File: config.mk
export PLATFORM = sky130hd
export DESIGN_NAME = ncl4_sync_sink_flat
export DESIGN_NICKNAME = d
export VERILOG_FILES = /design/src/rtl/ncl4_sync_sink_if.sv /design/src/rtl/ncl4_sync_sink.sv /design/src/flat_wrapper.sv
export SDC_FILE = /design/constraint.sdc
export NUM_CORES = 1
export LEC_CHECK = 0
export CAP_MARGIN = 20
export CORE_MARGIN = 2
export CORE_UTILIZATION = 58
export CTS_BUF_LIST = sky130_fd_sc_hd__clkbuf_16
export DETAILED_ROUTE_END_ITERATION = 6
export MAX_ROUTING_LAYER = met4
export PLACE_DENSITY = 0.92
export SETUP_SLACK_MARGIN = 0.4
export SLEW_MARGIN = 20
export SYNTH_ARGS = -nofsm -noshare
export SYNTH_HDL_FRONTEND = slang
export SYNTH_SLANG_ARGS = --single-unit
File: constraint.sdc
create_clock -name clk -period 5.85 [get_ports clk]
set_input_delay 1.17 -clock clk [delete_from_list [all_inputs] [get_ports clk]]
set_output_delay 1.17 -clock clk [all_outputs]
set_load 0.02 [all_outputs]
File: src/rtl/ncl4_sync_sink_if.sv
// Handshake bundle between a quad-rail NCL pipeline tail and the
// synchronous sink: rails, completion, and the ready/valid FIFO head.
interface ncl4_sync_sink_if #(
  parameter int DEPTH = 4
);
  localparam int CW = $clog2(DEPTH) + 1;

  logic [3:0]    A;
  logic          ACOMP;
  logic [1:0]    out_data;
  logic          out_valid;
  logic          out_ready;
  logic [CW-1:0] count;
  logic          err;

  modport master (
    output A,
    output out_ready,
    input  ACOMP,
    input  out_data,
    input  out_valid,
    input  count,
    input  err
  );

  modport slave (
    input  A,
    input  out_ready,
    output ACOMP,
    output out_data,
    output out_valid,
    output count,
    output err
  );
endinterface

File: src/rtl/ncl4_sync_sink.sv
// Clocked terminator for a four-rail NCL pipeline: synchronizes rails,
// runs the DATA/NULL completion handshake and buffers decoded values.
module ncl4_sync_sink #(
  parameter int DEPTH       = 4,
  parameter int SYNC_STAGES = 2
) (
  input logic             clk,
  input logic             init,
  ncl4_sync_sink_if.slave bus
);
  localparam int AW = $clog2(DEPTH);
  localparam int CW = AW + 1;

  typedef enum logic {
    WAIT_DATA = 1'b0,
    WAIT_NULL = 1'b1
  } state_t;

  logic [3:0]    sync_q [SYNC_STAGES];
  logic [3:0]    p_q;
  logic [3:0]    s;
  logic          stable;
  logic          onehot;
  logic          multi;
  logic [1:0]    idx;

  state_t        state_q, state_d;
  logic          err_q, err_d;
  logic [1:0]    mem_q [DEPTH];
  logic [AW-1:0] wr_q, wr_d;
  logic [AW-1:0] rd_q, rd_d;
  logic [CW-1:0] count_q, count_d;
  logic          push, pop, can_push;

  assign s      = sync_q[SYNC_STAGES-1];
  assign stable = (s == p_q);
  assign multi  = (s & (s - 4'd1)) != 4'd0;
  assign onehot = (s != 4'd0) && !multi;

  always_ff @(posedge clk or posedge init) begin
    if (init) begin
      for (int i = 0; i < SYNC_STAGES; i++)
        sync_q[i] <= '0;
      p_q <= '0;
    end else begin
      sync_q[0] <= bus.A;
      for (int i = 1; i < SYNC_STAGES; i++)
        sync_q[i] <= sync_q[i-1];
      p_q <= s;
    end
  end

  always_comb begin
    idx = '0;
    for (int i = 0; i < 4; i++)
      if (s[i]) idx = 2'(i);
  end

  assign pop      = (count_q != '0) && bus.out_ready;
  assign can_push = (count_q < CW'(DEPTH)) || pop;

  always_comb begin
    state_d = state_q;
    err_d   = err_q;
    push    = 1'b0;
    unique case (state_q)
      WAIT_DATA: begin
        if (stable && onehot && can_push) begin
          push    = 1'b1;
          state_d = WAIT_NULL;
        end else if (stable && multi) begin
          // illegal wavefront: flag it and drain it like a normal one
          err_d   = 1'b1;
          state_d = WAIT_NULL;
        end
      end
      WAIT_NULL: begin
        if (stable && s == 4'd0)
          state_d = WAIT_DATA;
      end
      default: state_d = WAIT_DATA;
    endcase
  end

  always_comb begin
    wr_d    = push ? wr_q + AW'(1) : wr_q;
    rd_d    = pop  ? rd_q + AW'(1) : rd_q;
    count_d = count_q;
    unique case ({push, pop})
      2'b10:   count_d = count_q + CW'(1);
      2'b01:   count_d = count_q - CW'(1);
      default: count_d = count_q;
    endcase
  end

  always_ff @(posedge clk or posedge init) begin
    if (init) begin
      state_q <= WAIT_DATA;
      err_q   <= 1'b0;
      wr_q    <= '0;
      rd_q    <= '0;
      count_q <= '0;
    end else begin
      state_q <= state_d;
      err_q   <= err_d;
      wr_q    <= wr_d;
      rd_q    <= rd_d;
      count_q <= count_d;
    end
  end

  always_ff @(posedge clk) begin
    if (push)
      mem_q[wr_q] <= idx;
  end

  assign bus.ACOMP     = (state_q == WAIT_NULL);
  assign bus.out_data  = mem_q[rd_q];
  assign bus.out_valid = (count_q != '0);
  assign bus.count     = count_q;
  assign bus.err       = err_q;
endmodule
File: src/flat_wrapper.sv
// flat-port wrapper written by rule: the top's interface ports become plain ports
module ncl4_sync_sink_flat 
#(
  parameter int DEPTH       = 4,
  parameter int SYNC_STAGES = 2
)
  (clk, init, bus_A, bus_out_ready, bus_ACOMP, bus_out_data, bus_out_valid, bus_count, bus_err);
  ncl4_sync_sink_if #(.DEPTH(DEPTH)) bus_i ();
  input logic clk;
  input logic init;
  input wire logic [$bits(bus_i.A)-1:0] bus_A;
  input wire logic [$bits(bus_i.out_ready)-1:0] bus_out_ready;
  output wire logic [$bits(bus_i.ACOMP)-1:0] bus_ACOMP;
  output wire logic [$bits(bus_i.out_data)-1:0] bus_out_data;
  output wire logic [$bits(bus_i.out_valid)-1:0] bus_out_valid;
  output wire logic [$bits(bus_i.count)-1:0] bus_count;
  output wire logic [$bits(bus_i.err)-1:0] bus_err;
  assign bus_i.A = bus_A;
  assign bus_i.out_ready = bus_out_ready;
  assign bus_ACOMP = bus_i.ACOMP;
  assign bus_out_data = bus_i.out_data;
  assign bus_out_valid = bus_i.out_valid;
  assign bus_count = bus_i.count;
  assign bus_err = bus_i.err;
  ncl4_sync_sink #(.DEPTH(DEPTH), .SYNC_STAGES(SYNC_STAGES)) u_core (.clk(clk), .init(init), .bus(bus_i));
endmodule
### Yosys cells after proc, flatten, opt, wreduce, memory -nomap -nowiden

Memories as Yosys holds them, arrays and structs flattened.
Cells that the tools add are included.

| word-level totals | value |
|---|---|
| input port bits | 7 |
| flip-flop bits (word level) | 21 |
| memories kept | 1 |
| output and inout port bits | 8 |
| memory bits (writable) | 8 |
| word-level logic and storage cells | 47 |

Memories:

| memory | words | bits a word | read ports | clocked after memory_dff | write ports | line | RTL |
|---|---|---|---|---|---|---|---|
| u_core.mem_q | 4 | 2 | 1 | 0 | 1 | ncl4_sync_sink.sv:29 | `logic [1:0] mem_q [DEPTH];` |

| operators by class | value |
|---|---|
| bitwise logic cells | 3 |
| add/sub/neg operators | 5 |
| reductions and logical operators | 14 |
| magnitude comparators | 1 |
| multiplexer cells | 12 |
| equal/unequal tests | 3 |

Operators by type and width:

| kind | count |
|---|---|
| 2-to-1 mux 1 bit | 8 |
| nonzero test 4 bit | 2 |
| logical AND 1 bit | 6 |
| one-hot mux 3 bit (2 select lines) | 1 |
| adder 2 x 1 -> 2 bit, second input constant | 2 |
| AND 4 bit | 1 |
| == test 4 bit | 1 |
| logical NOT 4 bit | 1 |
| 2-to-1 mux 2 bit | 2 |
| subtractor 4 x 1 -> 4 bit, second input constant | 1 |
| adder 3 x 1 -> 3 bit, second input constant | 1 |
| < comparator 3 bit, second input constant | 1 |
| AND reduction 3 bit | 1 |
| nonzero test 3 bit | 1 |
| subtractor 3 x 1 -> 3 bit, second input constant | 1 |
| == test 2 x 1 -> 1 bit, second input constant | 1 |
| == test 2 bit, second input constant | 1 |
| NOT 1 bit | 2 |
| one-hot mux 1 bit (2 select lines) | 1 |
| nonzero test 2 bit | 1 |
| logical NOT 1 bit | 1 |
| logical OR 1 bit | 1 |

### Depth between registers and ports, before layout

Gate-level depths: netlist of the first run.

| depth | value |
|---|---|
| word-level depth | 11 |
| depth in mapped cells | 11 |
| mapped depth without buffers | 10 |

### Worst setup path before layout of the first run

No wires, ideal clock.

| path | value |
|---|---|
| path type | input to register |
| start | in bus_out_ready |
| end | reg u_core.count_q[2] (netlist: u_core.bus.count[2]) |
| setup time | 80 ps |
| data required time | 5770 ps |
| buffers on the path | 0 |
| path slack | 3234 ps |
| stages on the path | 9 |
| arrival time | 2537 ps |
| path through | nor2b_1 -> a2111oi_4 -> inv_1 -> ha_1 -> inv_1 -> fa_1 -> xor2_1 -> nor2_1 -> xor2_1 |

| between the ends | value |
|---|---|
| cells in the longest elaborated chain, start to end | 7 |
| elaborated cells on any way between the ends | 9 |
| classes of those cells | 2 x eq/ne; 3 x mux; 4 x reduce/logical |

Ends and longest elaborated chain:

| what | line | RTL |
|---|---|---|
| from (decl) | flat_wrapper.sv:12 | `input wire logic [$bits(bus_i.out_ready)-1:0] bus_out_ready;` |
| logical AND 1 bit (*) | ncl4_sync_sink.sv:59 | `assign pop = (count_q != '0) && bus.out_ready;` |
| logical OR 1 bit | ncl4_sync_sink.sv:60 | `assign can_push = (count_q < CW'(DEPTH)) \|\| pop;` |
| logical AND 1 bit | ncl4_sync_sink.sv:68 | `if (stable && onehot && can_push) begin` |
| 2-to-1 mux 1 bit | ncl4_sync_sink.sv:68 |  |
| 2-to-1 mux 1 bit | ncl4_sync_sink.sv:66 | `unique case (state_q)` |
| == test 2 x 1 -> 1 bit or == test 2 bit (tied branches) | ncl4_sync_sink.sv:89 | `unique case ({push, pop})` |
| one-hot mux 3 bit (2 select lines) or nonzero test 2 bit (tied branches) | - |  |
| to (signal assigned) | ncl4_sync_sink.sv:108 | `count_q <= count_d;` |
| to (decl) | ncl4_sync_sink.sv:32 | `logic [CW-1:0] count_q, count_d;` |

Mark *: on every way between the ends. The rest lies on a longest branch, timed or not.
A chain may end at the register's enable or synchronous reset.

### Worst setup path after layout of the first run

Same ends and word-level chain as after synthesis.

==> results of run 1 <==
cell usage after synthesis, drive strengths merged:
cell      n
dfrtp    21
inv      10
edfxtp    8
xnor2     7
and2      5
ha        5
xor2      4
nand2     3
a21oi     2
buf       2
mux4      2
a2111oi   1
a21o      1
fa        1
mux2      1
mux2i     1
nand2b    1
nand3     1
nand4     1
nor2      1
nor2b     1
nor3      1
o211ai    1
o21ai     1
o22a      1
o32a      1
o41ai     1
or2       1
or3       1
report_power, final:
part	total (mW)	switching, mW	internal [mW]
logic	0.214	0.104	0.110
clock network	0.228	0.0761	0.151
registers	0.286	0.0416	0.245
total	0.728	0.222	0.506
flip-flops by register name (all words and copies together), names as in the netlist:
name / flops
u_core.mem_q: 8
u_core.wr_q: 2
u_core.rd_q: 2
u_core.p_q: 4
u_core.bus.ACOMP: 1
u_core.sync_q: 4
u_core.s: 4
u_core.bus.count: 3
u_core.bus.err: 1
critical path: stages:
cell and delay, ns:
clkdlybuf4s50_1 0.48, nor2b_1 0.09, a2111oi_4 0.49, inv_1 0.10, ha_1 0.23, inv_1 0.07, fa_1 0.18, xor2_1 0.17
nor2_1 0.07, xor2_1 0.14
metal layers:
metal | part of all wire, % | GRT usage (%) | up-vias
met4 | 3.9 | 16.67 | 0
met1 | 38 | 21.28 | 368
met5 | 0 | - | -
met3 | 3.8 | 4.678 | 9
met2 | 54 | 35.53 | 19
li1 | - | - | 332
layout make-up:
cell class | instances | area share, %
sequential | 29 | 49.04
multi-input combinational | 46 | 28.69
timing repair buffer | 14 | 8.974
clock buffer | 5 | 8.013
inverter | 10 | 2.404
tap | 27 | 2.163
clock inverter | 3 | 0.7212
path summary, 6_finish.rpt:
kind,endpoint,slack [ns],depth (start not counted)
worst max-delay path,u_core.bus.count[2],2.79,10
worst min-delay path,u_core.s[2],0.35,0
worst max register to register,u_core.bus.count[2],3.29,10
worst min register to register,u_core.s[2],0.35,0
max in group asynchronous,u_core.s[2],4.01,2
min in group asynchronous,u_core.sync_q[7],1.35,2
logic make-up (layout without fill, tap and decap cells):
family	Yosys count	after routing	synth area share, %
AND/OR/NAND/NOR	16	16	7.761
AO/OA/AOI/OAI	9	9	6.680
buffers and inverters	12	32	4.715
adder cells (fa/ha/maj)	6	6	6.483
flip-flops	29	29	60.12
XOR/XNOR	11	11	8.742
multiplexers	4	4	5.500
per-stage QoR:
stage / instance area (sq um) / util [%] / hold slack, ns / std cells
after global routing: 1562 / 77.23 / 0.3503 / 134
final: 1562 / 77.23 / 0.3454 / 134
after CTS: 1562 / 77.23 / 0.3467 / 134
after global placement: 1425 / 70.48 / 0.3337 / 126
after detailed placement: 1425 / 70.48 / 0.3356 / 126
after floorplan: 1274 / - / 0.3312 / 87
==> flow_metrics.env, run 1 <==
export IMPL_synthCells=87
export IMPL_setup_tns_ns=0
export IMPL_yosysTopAreaCellShare_pct=41.26
export IMPL_wl_per_cell_um=15.62
export IMPL_drt_first_pass_iters=4
export IMPL_synth_distinct_cells=30
export IMPL_die_h_um=50.86
export IMPL_fmax_mhz=327.2
export IMPL_antenna_found_initial=0
export IMPL_crit_arrival_ns=3.21
export IMPL_diodes=0
export IMPL_cts_buffers_inserted=5
export IMPL_leakage_nw=0.6626
export IMPL_core_area_sq_mm=0.002022
export IMPL_synthTopCellsByArea="dfrtp_1 41%, edfxtp_1 19%, ha_1 4.9%, mux4_2 3.5%, xnor2_1 3.4%"
export IMPL_root_buffer="clkbuf_16"
export IMPL_h_tree_depth=2
export IMPL_finalSetupViolCount=0
export IMPL_min_period_ns=3.056
export IMPL_synth_area_per_cell_sq_um=14.64
export IMPL_final_hold_viol_count=0
export IMPL_area_growth_pct=22.59
export IMPL_worstSetupStartpoint="bus_out_ready"
export IMPL_clock_skew_ns=0.002461
export IMPL_vdd_drop_max_uv=335.0
export IMPL_vias=728
export IMPL_cp_start_kind="input pin"
export IMPL_die_area_sq_mm=0.002587
export IMPL_min_period_over_period_pct=52.24
export IMPL_cts_setup_buffers=0
export IMPL_cts_resized_gates=0
export IMPL_rr_startpoint="u_core.s[3]"
export IMPL_final_cell_mix="21 x dfrtp_1, 14 x clkdlybuf4s50_1, 13 x inv_1"
export IMPL_post_place_ws_ns=2.548
export IMPL_drt_initial_drc_count=7
export IMPL_hold_class="reg2reg"
export IMPL_drv_slew=0
export IMPL_path_clk_slew_ns=0.05
export IMPL_yosysWarnings=0
export IMPL_drive_gt1_share_pct=12.15
export IMPL_cts_tree="built"
export IMPL_hp_start="u_core.sync_q[6]"
export IMPL_clock_path_buffers=2
export IMPL_multi_input_area_sq_um=447.9
export IMPL_grt_max_degree=22
export IMPL_start_util_pct=63.00
export IMPL_grt_overflow_total=0
export IMPL_fin_ws_ns=2.794
export IMPL_grt_pass1_vias=802
export IMPL_slew_headroom_pct=48.74
export IMPL_synth_nets=100
export IMPL_final_common_cell="dfrtp_1"
export IMPL_dp_hpwl_mm=1.319
export IMPL_powerDensity_mw_per_mm2=466.2
export IMPL_clock_sinks=29
export IMPL_status="completed"
export IMPL_num_fill_cells=124
export IMPL_regArea_sq_um=765.7
export IMPL_grt_pass1_wl_mm=3.567
export IMPL_io_pins=15
export IMPL_portBuffers=14
export IMPL_wl_mm=2.093
export IMPL_yosysSeqAreaShare_pct=60.12
export IMPL_synth_seq_cells=29
export IMPL_required_ns=6.00
export IMPL_endpoint_kind="flop"
export IMPL_place_congestion=0.7548
export IMPL_syn_cell_area_sq_mm=0.001274
export IMPL_yosysTopAreaCell="dfrtp_1"
export IMPL_layout_nets=119
export IMPL_fp_row_count=16
export IMPL_worstMarginPinSlew_ns=0.7681
export IMPL_drcViolationCount=0
export IMPL_maxCapViolations=0
export IMPL_crit_fanout=7
export IMPL_ant_nets=0
export IMPL_clk_latency_ns=0.27
export IMPL_crit_type="in2reg"
export IMPL_die_w_um=50.86
export IMPL_grt_usage_pct=21.14
export IMPL_hold_buffers=0
export IMPL_finalPower_mw=0.7279
export IMPL_post_drt_via_cell_ratio=5.433
export IMPL_rsz0062_at_grt="false"
(Power assumes the default switching activity.)
==> run 2, diff against run 1 <==
- CORE_UTILIZATION: 58 -> 53
- PLACE_DENSITY: 0.92 -> 0.86
- clock period: 5.85 -> 3 ns (I/O delays scaled with it)
==> run 2 against run 1 <==
Against the previous run: final area up 0.64%; clock power up 100%; die area up 8.7%; sequential power up 94%; routed wire length down 4.7%; combinational power up 98%; critical path type unchanged.
==> flow_metrics.env, run 2 (synthesis gave the netlist of run 1 again) <==
export IMPL_clk_latency_ns=0.27
export IMPL_final_cell_mix="21 x dfrtp_1, 14 x clkdlybuf4s50_1, 10 x inv_1"
export IMPL_grt_pass1_vias=709
export IMPL_core_area_sq_mm=0.002233
export IMPL_die_h_um=53.02
export IMPL_maxCapViolations=0
export IMPL_antenna_found_initial=0
export IMPL_ant_nets=0
export IMPL_path_buf_inv=3
export IMPL_endpoint_kind="flop"
export IMPL_finalSetupViolCount=0
export IMPL_placedCellCount=128
export IMPL_drv_slew=0
export IMPL_io_pins=15
export IMPL_min_period_over_period_pct=80.62
export IMPL_diodes=0
export IMPL_drive_gt1_share_pct=13.89
export IMPL_post_drt_via_cell_ratio=5.176
export IMPL_cp_cell_sequence="clkdlybuf4s50_1, nor2b_1, a2111oi_4, inv_1, ha_1, inv_1, fa_1, xor2_1, nor2_1, xor2_1"
export IMPL_worstMarginPinSlew_ns=0.7490
export IMPL_path_clk_slew_ns=0.05
export IMPL_h_tree_depth=2
export IMPL_whs_path_depth=0
export IMPL_rr_startpoint="u_core.s[2]"
export IMPL_critical_path_top_delay_family="adder cells"
export IMPL_finalNonFillerCells=136
export IMPL_hold_buffers=0
export IMPL_powerDensity_mw_per_mm2=912.2
export IMPL_final_common_cell="dfrtp_1"
export IMPL_die_w_um=53.02
export IMPL_layout_nets=120
export IMPL_final_hold_viol_count=0
export IMPL_grt_usage_pct=19.05
export IMPL_cts_setup_buffers=0
export IMPL_drcViolationCount=0
export IMPL_whs_ns=0.3462
export IMPL_clock_skew_ns=0.006196
export IMPL_cp_start_kind="input pin"
export IMPL_crit_arrival_ns=2.62
export IMPL_grt_pass1_wl_mm=3.360
export IMPL_setup_tns_ns=0
export IMPL_required_ns=3.20
export IMPL_crit_type="in2reg"
export IMPL_hp_start="u_core.sync_q[7]"
export IMPL_slew_headroom_pct=50.01
export IMPL_regToRegSetupSlack_ns=0.60
export IMPL_wl_mm=1.995
export IMPL_min_period_ns=2.419
export IMPL_rr_worst_depth=10
export IMPL_cts_resized_gates=0
export IMPL_rsz0062_at_grt="false"
export IMPL_slowest_delay_ns=0.43
export IMPL_start_util_pct=57.03
export IMPL_cts_tree="built"
export IMPL_die_area_sq_mm=0.002811
export IMPL_clock_sinks=29
export IMPL_dp_hpwl_mm=1.334
export IMPL_largest_reg_flops=8
export IMPL_largest_register="u_core.mem_q"
export IMPL_drt_initial_drc_count=9
export IMPL_whs_endpoint="u_core.s[3]"
export IMPL_portBuffers=14
export IMPL_hold_class="reg2reg"
export IMPL_wl_per_cell_um=14.67
export IMPL_grt_max_degree=22
export IMPL_fp_row_count=17
export IMPL_leakage_nw=0.6591
export IMPL_drt_first_pass_iters=4
export IMPL_status="completed"
export IMPL_place_congestion=0.7557
export IMPL_vdd_drop_max_uv=654.4
export IMPL_vias=704
export IMPL_critPathSlowestCell="clkdlybuf4s50_1"
export IMPL_fmax_mhz=413.5
export IMPL_cts_buffers_inserted=5
export IMPL_area_growth_pct=23.38
export IMPL_grt_overflow_total=0
export IMPL_root_buffer="clkbuf_16"
export IMPL_r2r_end="u_core.bus.count[2]"
export IMPL_clock_path_buffers=2
export IMPL_crit_fanout=3
-- run 2: through the flow --
step                power, mW  util [%]  setup WS (ns)  cell area, sq um
global route            1.500     70.36         0.4674              1572
detailed placement     0.9711     64.20         0.3623              1434
global placement       0.9510     64.20         0.5180              1434
finish                  1.433     70.36         0.5814              1572
floorplan              0.8080         -         0.7423              1274
CTS                     1.446     70.36         0.5718              1572
-- run 2: worst register-to-register path: cells and delay by family (launching register included) --
kind	cells	cell delay [ns]
AOI/OAI and AO/OA	3	0.78
xor gates and xnor gates	2	0.34
adders and majority gates	2	0.43
buffers and inverters	2	0.16
DFF	1	0.49
and+or+nand+nor	1	0.07
-- run 2: routing by layer --
metal | vias up | track usage, % | wire (um)
met5 | - | - | 0
met4 | 0 | 12.82 | 64
met3 | 7 | 6.780 | 87
met2 | 20 | 30.00 | 1030
met1 | 347 | 20.12 | 812
li1 | 330 | - | -
-- run 2: how the worst max path moves through the flow --
stage	start	to	slack [ns]	cells past startpoint
2_1_floorplan	u_core.s[2]	u_core.bus.count[2]	0.74	11
3_3_place_gp	bus_out_ready	u_core.bus.count[2]	0.52	10
3_5_place_dp	bus_out_ready	u_core.bus.count[2]	0.36	10
4_1_cts	bus_out_ready	u_core.bus.count[2]	0.57	10
5_1_grt	bus_out_ready	u_core.bus.count[2]	0.47	10
6_report	bus_out_ready	u_core.bus.count[2]	0.58	10
-- run 2: area by class of cell --
class | count | area, sq um
Multi-Input combinational cell | 46 | 447.9
Sequential cell | 29 | 765.7
Clock inverter | 3 | 12.51
Timing Repair Buffer | 15 | 147.6
Fill cell | 144 | 661.9
Clock buffer | 5 | 125.1
Inverter | 10 | 37.54
Tap cell | 28 | 35.03
-- run 2: power breakdown --
group,switching (mW),internal [mW]
Combinational,0.205,0.218
Sequential,0.0774,0.477
Clock,0.158,0.298
Total,0.441,0.993
